==> src/rtl/nn_fixed_pkg.sv <==
// Fixed-point constants, PLAN sigmoid segment table, saturation helper and
// FSM state encodings shared by the forward and backprop layer blocks.
package nn_fixed_pkg;

    localparam int DW_DEF   = 16;
    localparam int FRAC_DEF = 10;
    localparam int ONE_Q    = 1 << FRAC_DEF;

    // PLAN constants are stored as NUM / 2**SH so they rescale with FRAC
    localparam int PLAN_BP_HI_NUM   = 5;
    localparam int PLAN_BP_HI_SH    = 0;
    localparam int PLAN_BP_MID_NUM  = 19;
    localparam int PLAN_BP_MID_SH   = 3;
    localparam int PLAN_BP_LO_NUM   = 1;
    localparam int PLAN_BP_LO_SH    = 0;
    localparam int PLAN_OFF_HI_NUM  = 27;
    localparam int PLAN_OFF_HI_SH   = 5;
    localparam int PLAN_OFF_MID_NUM = 5;
    localparam int PLAN_OFF_MID_SH  = 3;
    localparam int PLAN_OFF_LO_NUM  = 1;
    localparam int PLAN_OFF_LO_SH   = 1;
    localparam int PLAN_SLOPE_HI_SH  = 5;
    localparam int PLAN_SLOPE_MID_SH = 3;
    localparam int PLAN_SLOPE_LO_SH  = 2;

    typedef enum logic [2:0] {
        IDLE,
        LOAD,
        MAC,
        ACT,
        OUT
    } state_t;

    // Clamp a signed value into the range of a w-bit two's complement number
    function automatic logic signed [63:0] sat(input logic signed [63:0] v, input int w);
        logic signed [63:0] hi;
        logic signed [63:0] lo;
        hi = (64'sd1 <<< (w - 1)) - 64'sd1;
        lo = -(64'sd1 <<< (w - 1));
        if (v > hi) return hi;
        if (v < lo) return lo;
        return v;
    endfunction

endpackage

==> src/rtl/sigmoid_plan.sv <==
// Combinational piecewise-linear (PLAN) sigmoid on a signed Q-format input;
// output is unsigned in [0, 1.0].
module sigmoid_plan
    import nn_fixed_pkg::*;
#(
    parameter int DW   = DW_DEF,
    parameter int FRAC = FRAC_DEF
) (
    input  logic signed [DW-1:0] i_z,
    output logic        [DW-1:0] o_a
);

    localparam logic [DW-1:0] ONE     = DW'((FRAC == FRAC_DEF) ? ONE_Q : (1 << FRAC));
    localparam logic [DW-1:0] BP_HI   = DW'(PLAN_BP_HI_NUM   << (FRAC - PLAN_BP_HI_SH));
    localparam logic [DW-1:0] BP_MID  = DW'(PLAN_BP_MID_NUM  << (FRAC - PLAN_BP_MID_SH));
    localparam logic [DW-1:0] BP_LO   = DW'(PLAN_BP_LO_NUM   << (FRAC - PLAN_BP_LO_SH));
    localparam logic [DW-1:0] OFF_HI  = DW'(PLAN_OFF_HI_NUM  << (FRAC - PLAN_OFF_HI_SH));
    localparam logic [DW-1:0] OFF_MID = DW'(PLAN_OFF_MID_NUM << (FRAC - PLAN_OFF_MID_SH));
    localparam logic [DW-1:0] OFF_LO  = DW'(PLAN_OFF_LO_NUM  << (FRAC - PLAN_OFF_LO_SH));
    localparam logic [DW-1:0] Z_MIN   = {1'b1, {(DW-1){1'b0}}};
    localparam logic [DW-1:0] Z_MAXP  = {1'b0, {(DW-1){1'b1}}};

    logic [DW-1:0] w_mag;
    logic [DW-1:0] w_f;

    // The most negative input has no positive twin, so its magnitude is clamped
    always_comb begin
        if (!i_z[DW-1])
            w_mag = $unsigned(i_z);
        else if ($unsigned(i_z) == Z_MIN)
            w_mag = Z_MAXP;
        else
            w_mag = $unsigned(-i_z);

        if (w_mag >= BP_HI)
            w_f = ONE;
        else if (w_mag >= BP_MID)
            w_f = (w_mag >> PLAN_SLOPE_HI_SH) + OFF_HI;
        else if (w_mag >= BP_LO)
            w_f = (w_mag >> PLAN_SLOPE_MID_SH) + OFF_MID;
        else
            w_f = (w_mag >> PLAN_SLOPE_LO_SH) + OFF_LO;
    end

    assign o_a = i_z[DW-1] ? (ONE - w_f) : w_f;

endmodule

==> src/rtl/forward_layer_seq.sv <==
// Time-multiplexed fully-connected layer: one shared MAC walks every neuron,
// with valid/ready streaming and in-place coefficient load/delta update.
module forward_layer_seq
    import nn_fixed_pkg::*;
#(
    parameter int N_IN  = 2,
    parameter int N_OUT = 3,
    parameter int DW    = DW_DEF,
    parameter int FRAC  = FRAC_DEF,
    parameter int ACC_W = 40,
    localparam int AW   = $clog2(N_OUT * (N_IN + 1)),
    localparam int JW   = (N_OUT > 1) ? $clog2(N_OUT) : 1
) (
    input  logic          clk,
    input  logic          reset_n,
    input  logic          coeff_we,
    input  logic          coeff_mode,
    input  logic [AW-1:0] coeff_addr,
    input  logic [DW-1:0] coeff_wdata,
    output logic          coeff_ready,
    input  logic          in_valid,
    output logic          in_ready,
    input  logic [DW-1:0] in_data,
    output logic          out_valid,
    input  logic          out_ready,
    output logic [DW-1:0] out_data,
    output logic [DW-1:0] out_z,
    output logic [JW-1:0] out_idx,
    output logic          out_last,
    output logic          busy
);

    localparam int NCOEF = N_OUT * (N_IN + 1);
    localparam int KW    = $clog2(N_IN + 1);

    state_t                  r_state;
    logic signed [DW-1:0]    r_coef [NCOEF];
    logic signed [DW-1:0]    r_x [N_IN];
    logic [KW-1:0]           r_k;
    logic [JW-1:0]           r_j;
    logic signed [ACC_W-1:0] r_acc;
    logic                    r_out_valid;
    logic                    r_out_last;
    logic [DW-1:0]           r_out_data;
    logic [DW-1:0]           r_out_z;
    logic [JW-1:0]           r_out_idx;

    int                      w_rsel;
    logic signed [DW-1:0]    w_coef;
    logic signed [DW-1:0]    w_x;
    logic signed [DW-1:0]    w_old;
    logic signed [DW-1:0]    w_new;
    logic signed [DW-1:0]    w_z;
    logic signed [2*DW-1:0]  w_prod;
    logic signed [ACC_W-1:0] w_shift;
    logic [DW-1:0]           w_a;

    // MAC step 0 reads the bias slot (i = N_IN); step k > 0 pairs w_j,(k-1) with x_(k-1)
    always_comb begin
        w_rsel = int'(r_j) * (N_IN + 1) + ((r_k == '0) ? N_IN : (int'(r_k) - 1));
        w_coef = '0;
        w_old  = '0;
        w_x    = '0;
        for (int n = 0; n < NCOEF; n++) begin
            if (n == w_rsel)
                w_coef = r_coef[n];
            if (n == int'(coeff_addr))
                w_old = r_coef[n];
        end
        for (int n = 0; n < N_IN; n++) begin
            if (n + 1 == int'(r_k))
                w_x = r_x[n];
        end
    end

    assign w_prod  = (2*DW)'(w_coef) * (2*DW)'(w_x);
    assign w_shift = r_acc >>> FRAC;
    assign w_z     = DW'(sat(64'(w_shift), DW));
    assign w_new   = coeff_mode ? DW'(sat(64'(w_old) + 64'($signed(coeff_wdata)), DW))
                                : $signed(coeff_wdata);

    sigmoid_plan #(
        .DW   (DW),
        .FRAC (FRAC)
    ) u_sigmoid (
        .i_z (w_z),
        .o_a (w_a)
    );

    always_ff @(posedge clk or negedge reset_n) begin
        if (!reset_n) begin
            r_state     <= IDLE;
            r_k         <= '0;
            r_j         <= '0;
            r_acc       <= '0;
            r_out_valid <= 1'b0;
            r_out_last  <= 1'b0;
            r_out_data  <= '0;
            r_out_z     <= '0;
            r_out_idx   <= '0;
            for (int n = 0; n < NCOEF; n++)
                r_coef[n] <= '0;
            for (int n = 0; n < N_IN; n++)
                r_x[n] <= '0;
        end else begin
            case (r_state)
                // Coefficient writes and the first input beat may land on the same edge
                IDLE: begin
                    if (coeff_we) begin
                        for (int n = 0; n < NCOEF; n++) begin
                            if (n == int'(coeff_addr))
                                r_coef[n] <= w_new;
                        end
                    end
                    if (in_valid) begin
                        r_x[0] <= $signed(in_data);
                        r_j    <= '0;
                        if (N_IN == 1) begin
                            r_k     <= '0;
                            r_state <= MAC;
                        end else begin
                            r_k     <= KW'(1);
                            r_state <= LOAD;
                        end
                    end
                end
                LOAD: begin
                    if (in_valid) begin
                        for (int n = 0; n < N_IN; n++) begin
                            if (n == int'(r_k))
                                r_x[n] <= $signed(in_data);
                        end
                        if (int'(r_k) == N_IN - 1) begin
                            r_k     <= '0;
                            r_state <= MAC;
                        end else begin
                            r_k <= r_k + KW'(1);
                        end
                    end
                end
                MAC: begin
                    if (r_k == '0)
                        r_acc <= {{(ACC_W-DW-FRAC){w_coef[DW-1]}}, w_coef, {FRAC{1'b0}}};
                    else
                        r_acc <= r_acc + {{(ACC_W-2*DW){w_prod[2*DW-1]}}, w_prod};
                    if (int'(r_k) == N_IN)
                        r_state <= ACT;
                    else
                        r_k <= r_k + KW'(1);
                end
                ACT: begin
                    r_out_z     <= w_z;
                    r_out_data  <= w_a;
                    r_out_idx   <= r_j;
                    r_out_last  <= (int'(r_j) == N_OUT - 1);
                    r_out_valid <= 1'b1;
                    r_state     <= OUT;
                end
                OUT: begin
                    if (out_ready) begin
                        r_out_valid <= 1'b0;
                        r_k         <= '0;
                        if (r_out_last) begin
                            r_state <= IDLE;
                        end else begin
                            r_j     <= r_j + JW'(1);
                            r_state <= MAC;
                        end
                    end
                end
                default: r_state <= IDLE;
            endcase
        end
    end

    assign coeff_ready = (r_state == IDLE);
    assign in_ready    = (r_state == IDLE) || (r_state == LOAD);
    assign busy        = (r_state != IDLE);
    assign out_valid   = r_out_valid;
    assign out_data    = r_out_data;
    assign out_z       = r_out_z;
    assign out_idx     = r_out_idx;
    assign out_last    = r_out_last;

endmodule

==> config.mk <==
export PLATFORM = sky130hd
export DESIGN_NAME = forward_layer_seq
export DESIGN_NICKNAME = d
export VERILOG_FILES = /design/src/rtl/nn_fixed_pkg.sv /design/src/rtl/sigmoid_plan.sv /design/src/rtl/forward_layer_seq.sv
export SDC_FILE = /design/constraint.sdc
export NUM_CORES = 1
export LEC_CHECK = 0
export ABC_AREA = 1
export CAP_MARGIN = 20
export CORE_MARGIN = 3
export CORE_UTILIZATION = 48
export DETAILED_ROUTE_END_ITERATION = 10
export PLACE_DENSITY_LB_ADDON = 0.2
export RECOVER_POWER = 25
export SYNTH_ARGS = -nofsm -noshare
export SYNTH_HDL_FRONTEND = slang
export SYNTH_HIERARCHICAL = 1
export SYNTH_SLANG_ARGS = --single-unit
==> constraint.sdc <==
create_clock -name clk -period 16.5 [get_ports clk]
set_clock_uncertainty 0.15 [all_clocks]
set_input_delay 1.65 -clock clk [delete_from_list [all_inputs] [get_ports clk]]
set_output_delay 1.65 -clock clk [all_outputs]
set_load 0.01 [all_outputs]
==> flow_summary.yaml <==
outcome:
  status: "finished with violations"
  failed_checks: "capacitance limit, slew limit"
finish:
  antenna_cells: 0
  stdcell_count: 4784
  utilization_pct: 52.9
  most-common-layout-cells: "nand2_1 (1,004), inv_1 (709), nand3_1 (340)"
  area_delta_synth_final_pct: 8.36
  nNetsFinal: 4459
  fillerInstances: 5872
  drive_above_1_share_pct: 6.21
  layout_commonest_cell: "nand2_1"
routing:
  firstDrtPassIters: 6
  dr_total_vias: 26900
  route.detailed.drc: 0
  wl_per_cell_um: 19.7
  drt_iter0_markers: 2818
  routed_wl_um: 94100
  drtAntennaViolNets: 0
  avgViaCountPerCell: 5.62
logic_synthesis:
  synth_ff_type: "dfrtp_1"
  yosysWarnings: 6
  syn-num-nets: 4443
  syn_area_um2: 29000
  synthSimpleGateAreaFrac_pct: 27.6
  synth_compound_area_share_pct: 10.6
  synth_cell_type_count: 65
  yosysSeqAreaShare_pct: 22.3
  synthMuxAreaShare_pct: 0.620
  synth_adder_area_share_pct: 25.4
  synth_top_family_by_area: "simple AND/OR/NAND/NOR gates"
  synth_seq_cells: 259
  netlist_instances: 3971
  syn_area_per_cell_um2: 7.31
  synth-async-reset-ratio_pct: 100
  synth_edf_count: 0
  synth_xor_area_share_pct: 2.08
cts:
  insertion_delay_ns: 0.61
  cts_resized: 0
  cts.sinks: 259
  cts_setup_buffers: 0
  clock_path_buffers: 3
  cts_tree: "built"
  cts_buffers: 31
  clk_pin_slew_ns: 0.06
  clock-root-buffer: "clkbuf_16"
  cts_max_level: 1
  postCtsHoldBufs: 0
sta:
  fmax_ghz: 0.0780
  fin_crit_sh_pct: 77.7
  setup_violations: 0
  min_period_ns: 12.83
  whs_ns: 0.317
  slew_violations: 88
  rsz0062_at_grt: "false"
  final.setup.tns_ns: 0
  relSlewSlack_pct: -246
  worstMarginPinSlew_ns: 5.18
  final-hold-violation-count: 0
run:
  cap_violations: 1
global_routing:
  use_met3_pct: 5.63
  grt_max_degree: 174
  grt_use_met1_pct: 41.6
  grt_busiest_layer: "met2"
  grt_pass1_wl_um: 148000
  track_usage_pct: 29.7
  grt_pass1_vias: 26000
  antenna_found_initial: 1
  grt-ovfl-total: 0
  use_met2_pct: 46.0
floorplan:
  io_pins: 81
  die_h_um: 252
  coreArea_um2: 59500
  dieArea_um2: 63500
  rows: 89
  die_w_um: 252
  start_util_pct: 48.8
worst_setup_path:
  worst_setup_path_end_kind: "register"
  critPathLaunchType: "register"
  worstSetupPathType: "register to register"
  max_stage_delay_ns: 0.79
  critPathMaxFanout: 29
  arrival_ns: 13.18
  cp_slowest_cell: "inv_1"
  cp.required_ns: 16.85
power_and_ir_drop:
  vdd_drop_max_uv: 196
  powerDensity_nw_per_um2: 156
  leakage_nw: 16.3
placed_design:
  place_inst: 4725
  place.gp.congestion: 0.967
  dp_hpwl_um: 72700
  numPortBuffers: 80
worst_hold_path:
  hp-class: "register to register"
==> report_power, final <==
group / switching [mW] / total, mW / internal, mW / leakage, nW
logic: 2.06 / 3.06 / 1.01 / 12.4
registers: 0.199 / 1.12 / 0.917 / 3.34
clock network: 0.302 / 0.725 / 0.423 / 0.527
==> per-stage QoR <==
stage	power, mW	cell area [um^2]	worst slack, ns
detailed placement	4.13	30400	3.82
CTS	4.88	31500	3.81
floorplan	3.26	29000	6.12
global placement	4.11	30400	4.02
global route	5.35	31500	2.69
finish	4.91	31500	3.67
==> critical path, delay by kind of cell, from the launching register on <==
kind	cells	cell delay, ns
flops	1	0.37
simple gates	25	3.92
compound gates	9	1.71
fa+ha+maj	10	4.50
buf+inv	11	1.87
xor+xnor	1	0.21
==> per-layer routing <==
metal,wire length (um),part of all wire [%]
met5,13,0.014
met4,3910,4.2
met3,9100,9.7
met2,41400,44
met1,39600,42
==> kinds of logic after synthesis <==
family	Yosys count
compound gates	507
buf+inv	845
xor+xnor	68
fa+ha+maj	430
mux	16
flops	259
simple gates	1846
==> layout make-up <==
cell class / instances / area [um^2] / share of cell area (%)
tap: 773 / 967 / 3.07
multi-input combinational: 2867 / 19300 / 61.2
clock buffer: 40 / 880 / 2.80
clock inverter: 17 / 186 / 0.592
inverter: 726 / 2730 / 8.68
timing repair buffer: 102 / 961 / 3.05
sequential: 259 / 6480 / 20.6
==> worst paths after layout <==
path                             start          end  slack, ns  depth (start not counted)
setup reg to reg                r_k[0]    r_acc[34]       3.67                         56
hold reg to reg            out_data[7]  out_data[7]       0.32                          2
setup / recovery                r_k[0]    r_acc[34]       3.67                         56
min in group asynchronous      reset_n     r_acc[2]       2.77                          1
hold / removal             out_data[7]  out_data[7]       0.32                          2
max in group asynchronous      reset_n    r_acc[22]      10.53                          1
==> synthesized netlist by cell type, types with 11 or more instances <==
| cell | n | share of area [%] |
|---|---|---|
| nand2_1 | 1004 | 13 |
| inv_1 | 709 | 9.2 |
| nand3_1 | 340 | 5.9 |
| nor2_1 | 322 | 4.2 |
| fa_1 | 265 | 18 |
| dfrtp_1 | 259 | 22 |
| a21oi_1 | 197 | 3.4 |
| ha_1 | 165 | 7.1 |
| o21ai_0 | 138 | 2.4 |
| clkbuf_1 | 76 | 0.98 |
| xor2_1 | 38 | 1.1 |
| xnor2_1 | 29 | 0.87 |
| nand4_1 | 27 | 0.58 |
| or2_2 | 27 | 0.58 |
| a31oi_1 | 25 | 0.54 |
| nand2_2 | 25 | 0.54 |
| nor2_2 | 21 | 0.45 |
| nand3_2 | 18 | 0.62 |
| o21a_1 | 18 | 0.47 |
| mux2_2 | 16 | 0.62 |
| nor3_1 | 16 | 0.28 |
| o221ai_1 | 15 | 0.45 |
| inv_2 | 14 | 0.18 |
| nand2_4 | 14 | 0.54 |
| buf_2 | 13 | 0.22 |
| o21ai_4 | 11 | 0.62 |
| o21bai_1 | 11 | 0.28 |
==> sequential cells by signal, indices dropped and copies added, names as in the netlist <==
name and cells:
r_coef 144, r_acc 40, r_x 32, out_data 16, out_z 16, r_state 3
out_idx 2, r_j 2, r_k 2, out_last 1, out_valid 1
No activity file was read; power rests on OpenSTA's default activity.
